--- config.mk ---
export PLATFORM = sky130hd
export DESIGN_NAME = snow64_vec_div_u16_by_u8_seq
export DESIGN_NICKNAME = d
export VERILOG_FILES = /design/src/rtl/snow64_vec_div_u16_by_u8_seq_pkg.sv /design/src/rtl/snow64_vec_div_u16_by_u8_seq.sv
export SDC_FILE = /design/constraint.sdc
export NUM_CORES = 1
export LEC_CHECK = 0
export ABC_AREA = 1
export ABC_CLOCK_PERIOD_IN_PS = 3200
export CORE_ASPECT_RATIO = 2
export CORE_UTILIZATION = 30
export DETAILED_ROUTE_END_ITERATION = 10
export GPL_ROUTABILITY_DRIVEN = 0
export PLACE_DENSITY = 0.64
export SETUP_SLACK_MARGIN = 0.15
export SLEW_MARGIN = 10
export SYNTH_ARGS = -nofsm -noshare
export SYNTH_HDL_FRONTEND = slang
export SYNTH_SLANG_ARGS = --single-unit
--- constraint.sdc ---
create_clock -name clk -period 3.2 [get_ports clk]
set_input_delay 0.48 -clock clk [delete_from_list [all_inputs] [get_ports clk]]
set_output_delay 0.48 -clock clk [all_outputs]
set_load 0.02 [all_outputs]
--- src/rtl/snow64_vec_div_u16_by_u8_seq_pkg.sv ---
// snow64_vec_div_u16_by_u8_seq_pkg: lane count default, lane widths and FSM states for the vector divider sequencer
package PkgSnow64LongDiv;
  localparam int NUM_LANES_DEF = 4;
  localparam int A_W = 16;
  localparam int B_W = 8;
  localparam int DIV_Q_W = 18;
  typedef enum logic [1:0] {ST_IDLE, ST_ISSUE, ST_WAIT, ST_DONE} state_t;
endpackage

--- src/rtl/snow64_vec_div_u16_by_u8_seq.sv ---
// snow64_vec_div_u16_by_u8_seq: sequences a NUM_LANES u16/u8 vector divide through one shared external divider
// Ports: clk/rst_n (async active-low); in_valid/in_ready/in_a/in_b request; out_valid/out_ready/out_data/out_dbz result;
//        div_start/div_a/div_b command to the divider; div_can_accept_cmd/div_valid/div_data response from it.
module snow64_vec_div_u16_by_u8_seq
  import PkgSnow64LongDiv::*;
#(
  parameter int NUM_LANES = NUM_LANES_DEF
) (
  input  logic                       clk,
  input  logic                       rst_n,
  input  logic                       in_valid,
  output logic                       in_ready,
  input  logic [A_W*NUM_LANES-1:0]   in_a,
  input  logic [B_W*NUM_LANES-1:0]   in_b,
  output logic                       out_valid,
  input  logic                       out_ready,
  output logic [A_W*NUM_LANES-1:0]   out_data,
  output logic [NUM_LANES-1:0]       out_dbz,
  output logic                       div_start,
  output logic [A_W-1:0]             div_a,
  output logic [B_W-1:0]             div_b,
  input  logic                       div_can_accept_cmd,
  input  logic                       div_valid,
  input  logic [DIV_Q_W-1:0]         div_data
);
  localparam int LW = (NUM_LANES > 1) ? $clog2(NUM_LANES) : 1;
  state_t                     r_state;
  logic [LW-1:0]              r_lane;
  logic [A_W*NUM_LANES-1:0]   r_a;
  logic [B_W*NUM_LANES-1:0]   r_b;
  logic [A_W*NUM_LANES-1:0]   r_q;
  logic [NUM_LANES-1:0]       r_dbz;
  logic                       r_in_ready;
  logic                       r_out_valid;
  logic [A_W-1:0]             r_div_a;
  logic [B_W-1:0]             r_div_b;
  logic [LW-1:0]              w_nxt;
  logic                       w_last;
  logic                       w_unused_hi;
  assign w_nxt       = r_lane + 1'b1;
  assign w_last      = r_lane == LW'(NUM_LANES - 1);
  assign w_unused_hi = ^div_data[DIV_Q_W-1:A_W];
  // Start is gated by the divider's idle flag so a divider left busy across our reset is never re-commanded early.
  assign div_start = (r_state == ST_ISSUE) && div_can_accept_cmd;
  assign in_ready  = r_in_ready;
  assign out_valid = r_out_valid;
  assign out_data  = r_q;
  assign out_dbz   = r_dbz;
  assign div_a     = r_div_a;
  assign div_b     = r_div_b;
  always_ff @(posedge clk or negedge rst_n)
    if (!rst_n) begin
      r_state     <= ST_IDLE;
      r_lane      <= '0;
      r_a         <= '0;
      r_b         <= '0;
      r_q         <= '0;
      r_dbz       <= '0;
      r_in_ready  <= 1'b1;
      r_out_valid <= 1'b0;
      r_div_a     <= '0;
      r_div_b     <= '0;
    end else begin
      case (r_state)
        ST_IDLE:
          if (in_valid && r_in_ready) begin
            r_a        <= in_a;
            r_b        <= in_b;
            r_lane     <= '0;
            r_div_a    <= in_a[A_W-1:0];
            r_div_b    <= in_b[B_W-1:0];
            r_in_ready <= 1'b0;
            r_state    <= ST_ISSUE;
          end
        ST_ISSUE:
          if (div_can_accept_cmd) r_state <= ST_WAIT;
        // div_valid is only looked at here; the divider drops any stale level on the start edge that precedes WAIT.
        ST_WAIT:
          if (div_valid) begin
            r_q[A_W*r_lane +: A_W] <= div_data[A_W-1:0];
            r_dbz[r_lane]          <= r_b[B_W*r_lane +: B_W] == '0;
            if (w_last) r_state <= ST_DONE;
            else begin
              r_lane  <= w_nxt;
              r_div_a <= r_a[A_W*w_nxt +: A_W];
              r_div_b <= r_b[B_W*w_nxt +: B_W];
              r_state <= ST_ISSUE;
            end
          end
        // out_valid is raised one edge after entering DONE so it comes straight from a flop.
        ST_DONE:
          if (!r_out_valid) r_out_valid <= 1'b1;
          else if (out_ready) begin
            r_out_valid <= 1'b0;
            r_in_ready  <= 1'b1;
            r_state     <= ST_IDLE;
          end
        default: r_state <= ST_IDLE;
      endcase
    end
endmodule

======== Word level (Yosys, flattened, before mapping) ========
Cells that the tools add are included.
cells by class
  magnitude comparators ................... 2
  $add $sub $neg .......................... 2
  eq/ne operators ......................... 10
  reductions and logical operators ........ 12
  shift-type cells ........................ 5
  muxes and demuxes ....................... 29
operators by type and width
  operator                  count
  $bwmux 64                 1
  $shift 16x34->64 const A  1
  $shiftx 16x34->64         1
  $shiftx 32x6->8           2
  $shiftx 64x7->16          1
  $mux 16                   3
  $neg 6->34                1
  $pmux 16 s2               1
  $mux 8                    3
  $mux 2                    9
  $pmux 8 s2                1
  $ne 2x2->1 const B        6
  $logic_not 8->1           1
  $pmux 2 s4                1
  $reduce_and 4->1          2
  $eq 2x2->1 const B        3
  $mux 1                    6
  $reduce_and 5->1          1
  $bwmux 4                  1
  $pmux 2 s2                1
  $reduce_and 2->1          2
  $reduce_bool 2->1         2
  $logic_and 1x1->1         3
  $lt 2x3->1 const B        1
  6 further kinds           6
storage, ports and cells
  word-level logic and storage cells ...... 70
  output and inout bits ................... 95
  input bits .............................. 120
  register bits ........................... 194

======== Logic depth before layout (Yosys ltp) ========
Gate-level depths: netlist of run 1.
  depth after elaboration ................. 5
  gate-level depth with buffers ........... 11
  gate-level depth less buffers ........... 9

======== Worst setup path before layout of run 1 ========
OpenSTA, ideal clock, no wires.
  kind .................................... flip-flop to flip-flop
  start ................................... register r_lane[0]
  end ..................................... register r_q[10] (netlist: out_data[10])
  clock period less this slack ............ 2,225 ps
  data required time ...................... 3,105 ps
  setup slack ............................. 975 ps
  path buffers ............................ 4
  setup time .............................. 95 ps
  cell stages (with the launch flop) ...... 10
  arrival ................................. 2,130 ps
  cell sequence ........................... dfrtp_1 > buf_4 > inv_2 > buf_2 > buf_2 > ha_1 > clkinv_1 > nand4_1 > buf_2 > o31ai_1
between the ends
  cells in the longest elaborated chain, start to end .. 3
  elaborated cells between the ends (all ways) .. 4
  classes of those cells .................. add/sub: 1; shift: 2; mux: 1
RTL lines
  what                                                          line                                source
  from (decl)                                                   snow64_vec_div_u16_by_u8_seq.sv:28  logic [LW-1:0] r_lane;
  from (signal assigned)                                        snow64_vec_div_u16_by_u8_seq.sv:84  r_lane <= w_nxt;
  $neg 6->34 *                                                  snow64_vec_div_u16_by_u8_seq.sv:80  r_q[A_W*r_lane +: A_W] <= div_data[A_W-1:0];
  $shiftx 16x34->64 / $shift 16x34->64 (equally long branches)  snow64_vec_div_u16_by_u8_seq.sv:80
  $bwmux 64 *                                                   snow64_vec_div_u16_by_u8_seq.sv:80
  to (signal, indexed assignment)                               snow64_vec_div_u16_by_u8_seq.sv:80
  to (decl)                                                     snow64_vec_div_u16_by_u8_seq.sv:31  logic [A_W*NUM_LANES-1:0] r_q;
Mark *: on every way between the ends. The rest lies on a longest branch, timed or not.
A chain may end at the register's enable or synchronous reset.

======== Worst setup path in the final report of run 1 ========
  start ................................... register r_lane[0]
  end ..................................... register r_q[15] (netlist: out_data[15])
The elaborated chain is that of the path after synthesis.

==> results of run 1 <==
## logic make-up (layout without fill, tap and decap cells)
family,count (synthesis),count (layout),share of synthesized area [%]
AND/OR/NAND/NOR,646,646,28.98
buffers and inverters,134,329,6.678
AO/OA/AOI/OAI,148,148,9.462
adder cells (fa/ha/maj),8,8,1.108
flip-flops,194,194,53.77
## final cells by class
| type | count | area [um^2] | area share [%] |
|---|---|---|---|
| repair buffers | 229 | 2278 | 18.91 |
| flip-flops and latches | 194 | 4857 | 40.30 |
| well taps | 364 | 455.4 | 3.779 |
| clock buffers | 22 | 474.2 | 3.935 |
| clock inverters | 10 | 148.9 | 1.235 |
| inverters | 68 | 260.3 | 2.159 |
| multi-input cells | 802 | 3577 | 29.68 |
## per-layer routing
layer  share of wire (%)  GRT usage [%]
met1                  36          19.66
met4                 5.0          11.69
met5               0.046              0
met2                  55          35.07
met3                 4.2          3.169
## critical path: stages, from the launching register on
cell     delay (ps)
dfrtp_2         410
inv_2           450
ha_1            580
nand4_1         690
o31ai_1         500
## power breakdown
part | leakage, nW | switching, mW | internal, mW
Sequential | 2.51 | 0.559 | 3.32
Clock | 0.298 | 0.987 | 1.30
Combinational | 3.13 | 2.65 | 1.53
Total | 5.94 | 4.19 | 6.14
## layout by cell type, fill, tap and decap left out
cell type        netlist  final
o22ai_1                1      1
inv_6                  0      2
o21ai_2                1      1
inv_4                  2      2
nand2_4                2      3
clkbuf_8               0      4
nand4_1                2      2
dfrtp_2                0      1
buf_12                 0      2
buf_4                 12     15
o211ai_1              24     24
a41oi_1                1      1
clkbuf_1              34      2
a21oi_1                3      3
inv_2                  4      4
bufinv_16              0      3
nor2_1                43     43
dfrtp_1              193    192
clkinv_4               0      3
clkdlybuf4s50_1        0    211
nand2_2                3      2
dfstp_2                1      1
clkinvlp_4             0      2
o31ai_1               18     18
nor2_8                 1      1
nand3_1               79     79
clkbuf_16              0     17
nand3b_1               1      1
nor3_1                19     19
nor2_4                 3      3
ha_1                   8      8
inv_1                 60     60
clkinv_1               2      2
nand2_1              493    493
o21ai_0               88     88
o21ai_1               12     12
## Yosys cell counts (12+ instances only)
cell	n	area share, %
clkbuf_1	34	1.4
nand2_1	493	20
dfrtp_1	193	53
buf_4	12	1.0
nand3_1	79	4.4
o31ai_1	18	1.5
nor2_1	43	1.8
inv_1	60	2.5
buf_2	16	0.89
nor3_1	19	1.1
o211ai_1	24	2.0
o21ai_1	12	0.67
o21ai_0	88	4.9
## state kept, by name (all words and copies together), names as in the netlist
register   count
div_a         16
div_b          8
in_ready       1
out_data      64
out_dbz        4
out_valid      1
r_a           64
r_b           32
r_lane         2
r_state        2
## path summary, 6_finish.rpt
path,to,cells past startpoint,slack [ps],startpoint
max,out_data[15],4,460,r_lane[0]
min,r_a[18],1,30,rst_n
max reg2reg,out_data[15],4,460,r_lane[0]
min reg2reg,r_a[62],2,480,r_a[62]
max in group asynchronous,div_a[4],2,2400,rst_n
min in group clk,r_a[62],2,480,r_a[62]
==> results.md, run 1 <==
- Run status: complete, no violations
- Layout cells sized above 1: 4.981%
- Primary FF master, synth: dfrtp_1
- Initial antenna violation count: 1
- DR DRC count: 0
- Final hold viol count: 0
- Max Freq: 0.3644 GHz
- Clk slew on worst S/H paths: 70 ps
- Die Wd: 124.7 um
- CTS buffer count: 17
- Initial Utilization: 30.60%
- Vias/cell: 4.844
- CTS tree: built
- PwrDens: 857.6 mW/mm^2
- Global route overflow: 0
- Dpl cell area: 0.01143 mm^2
- Cell variety after synth: 29
- Dpl hpwl: 20.19 mm
- Final setup margin: 455.4 ps
- Critical path required time: 3540 ps
- Final Critical Period: 2745 ps
- # setup viols final: 0
- Leakage power: 5.935 nW
- Pin count of the biggest net entering global routing: 73
- Mean area per synthesized cell: 7.992 um^2
- FFs w/ async S/R, synth: 100.0%
- Maximum vdd ir drop: 0.0004003 V
- Crit path max fanout: 28
- # fillers: 2955
- Final worst path period share: 85.77%
- Max Cap Viol: 0
- Total power: 10.34 mW
- Worst Setup Path Type: reg -> reg
- Final #Nets: 1440
- Crit path DAT: 3090 ps
- Yosys reg bits: 194
- Startpoint types: register
- Fin Hold WS: 28.12 ps
- CTS Root Cell: clkbuf_16
- Port Buf Inserts: 212
- Inst Count DP: 1657
- Post-synthesis sequential area ratio: 53.77%
- Least-Margin Pin Slew: 929.0 ps
- CP Capture Type: register
- Vias in the first global route: 8025
- First-pass GRT wire length: 44.18 mm
- Boundary Pins: 215
- Final wirelength: 28.47 mm
- Final instance area: 0.01205 mm^2
- Final Non-Filler Cells: 1689
- DR vias: 8181
- Placeable Area: 0.02951 mm^2
- Cell Area, Synth: 0.009031 mm^2
- Dpl ws: 535.3 ps
- Number of antenna diodes: 0
- Gates resized, CTS repair: 0
- Drt pass-1 iters: 5
- Syn nets: 1258
- Total GRT Usage: 18.89%
- Antenna viol nets, final: 0
- Layout area overhead: 33.44%
- Post-DR wirelength/cell: 16.85 um
- DRT iter0 DRCs: 612
- RSZ-0062 raised after global routing: false
- Die area: 0.03084 mm^2
- Post-CTS setup buffers: 0
- Worst rel slew slack: 37.92%
- Final core occ: 40.84%
- Clk buf depth: 2
- Post-Synthesis Cells: 1130
- Worst hold path type: in -> async
- Clock skew: 8.048 ps
- Post-synth EDFFs: 0
- Syn. warnings: 0
- Cell Rows: 89
- Pins over their slew limit: 0
- Clk sinks: 194
- Hold-fix buffers at CTS: 0
- Total negative slack: 0 ps
- Worst-Skew Late Latency: 460 ps
- CTS H-tree lvls: 4
- Height of the die: 247.4 um
(Power assumes the default switching activity.)
==> run 2, diff against run 1 <==
- CORE_MARGIN: unset -> 5
==> run 2 against run 1 <==
Non-clock buffer count shrank 3. Largest cell class unchanged. Count of clock-buffer cells in the layout shrank 4. Worst setup slack gained 270 ps. Critical path depth grew 1.
==> results.md, run 2 (synthesis gave the netlist of run 1 again) <==
- Worst hold path type: in -> async
- Clk sinks: 194
- Final worst path period share: 77.45%
- First-pass GRT wire length: 43.09 mm
- Placeable Area: 0.02995 mm^2
- Final hold viol count: 0
- Fin Hold WS: 104.3 ps
- Height of the die: 255.4 um
- Port Buf Inserts: 212
- Final Non-Filler Cells: 1691
- DRT iter0 DRCs: 483
- Least-Margin Pin Slew: 1152 ps
- Cell Rows: 90
- Total negative slack: 0 ps
- Inst Count DP: 1658
- Post-CTS setup buffers: 0
- CTS H-tree lvls: 4
- Clk buf depth: 2
- Vias/cell: 4.633
- Switching power: 4.111 mW
- Critical path required time: 3530 ps
- Drt pass-1 iters: 5
- CP Capture Type: register
- Final Critical Period: 2478 ps
- Reg-to-reg setup timing slack: 720 ps
- Gates resized, CTS repair: 0
- Reg-to-reg endpoint: out_data[0]
- Worst r2r path cells: 5
- Pins over their slew limit: 0
- Crit path max fanout: 20
- Combinational share of power: 39.9%
- Clk pwr share: 22.1%
- Total GRT Usage: 15.78%
- DR vias: 7834
- Layout area overhead: 33.08%
- Sequential share of power: 38.0%
- CTS Root Cell: clkbuf_16
- Clock skew: 11.58 ps
- Dpl hpwl: 18.13 mm
- Post-DR wirelength/cell: 15.59 um
- Hold-fix buffers at CTS: 0
- Worst Setup Path Type: reg -> reg
- Leakage power: 5.912 nW
- Initial Utilization: 30.15%
- Vias in the first global route: 7821
- Final setup margin: 721.5 ps
- Critical path startpoint: r_lane[0]
- Worst R2R Start: r_lane[0]
- Max Cap Viol: 0
- Dpl ws: 699.4 ps
- Final #Nets: 1437
- Boundary Pins: 215
- RSZ-0062 raised after global routing: false
- Max Freq: 0.4035 GHz
- Switching share of total power: 40.53%
- Initial antenna violation count: 3
- Clk slew on worst S/H paths: 70 ps
- CP endpoint: out_data[0]
- Run status: complete, no violations
- Commonest non-fill, non-tap cell in the layout: nand2_1
- Antenna viol nets, final: 0
- Die Wd: 132.7 um
- Worst-Skew Late Latency: 450 ps
- Global route overflow: 0
- Startpoint types: register
- CTS buffer count: 17
- Commonest cells after routing, fill and taps aside: nand2_1 (493), clkdlybuf4s50_1 (211), dfrtp_1 (192)
- Worst rel slew slack: 23.21%
- DR DRC count: 0
- Die area: 0.03388 mm^2
- Maximum vdd ir drop: 0.0004209 V
- Pin count of the biggest net entering global routing: 118
- Layout cells sized above 1: 4.917%
- PwrDens: 843.9 mW/mm^2
- Crit path DAT: 2810 ps
- Final wirelength: 26.37 mm
- # setup viols final: 0
- CTS tree: built
- Total power: 10.14 mW
- Pint: 6.033 mW
run 2: area by class of cell:
type	instances	area (um^2)
Antenna cell	1	2.502
Clock buffer	18	439.2
Clock inverter	14	166.4
Fill cell	3086	17930
Inverter	68	260.3
Multi-Input combinational cell	802	3577
Sequential cell	194	4857
Tap cell	368	460.4
Timing Repair Buffer	226	2256
run 2: critical path, stage by stage (launching register included):
cell and delay (ps):
dfrtp_2 420, inv_2 250, ha_1 500, clkinv_1 140
nand4_1 560, o31ai_1 490
run 2: worst min-delay path by stage:
stage | cells past startpoint | to | start | slack [ps]
after floorplan | 0 | div_a[0] | rst_n | 180
after global placement | 2 | r_a[62] | r_a[62] | 460
after detailed placement | 2 | r_a[62] | r_a[62] | 460
after CTS | 1 | r_b[18] | rst_n | 120
after global routing | 1 | r_b[13] | rst_n | 140
final | 1 | r_b[13] | rst_n | 100
run 2: power by group through the flow:
| stage | combinational, mW | sequential, mW | clock [mW] |
|---|---|---|---|
| after floorplan | 2.39 | 4.09 | 0 |
| after global placement | 4.05 | 3.87 | 0 |
| after detailed placement | 4.10 | 3.87 | 0 |
| after CTS | 4.11 | 3.85 | 2.30 |
| after global routing | 4.58 | 3.96 | 2.39 |
| final | 4.05 | 3.85 | 2.24 |
run 2: per-stage QoR:
stage	instance area, um^2	utilization, %
after global placement	11410	38.10
after CTS	12020	40.12
after floorplan	9031	-
final	12020	40.13
after detailed placement	11410	38.10
after global routing	12020	40.12
run 2: layer usage:
layer / GRT usage, % / routed length (um)
met1: 21.18 / 12120
met2: 25.17 / 12470
met3: 4.587 / 1505
met4: 3.844 / 246
met5: 0 / 37
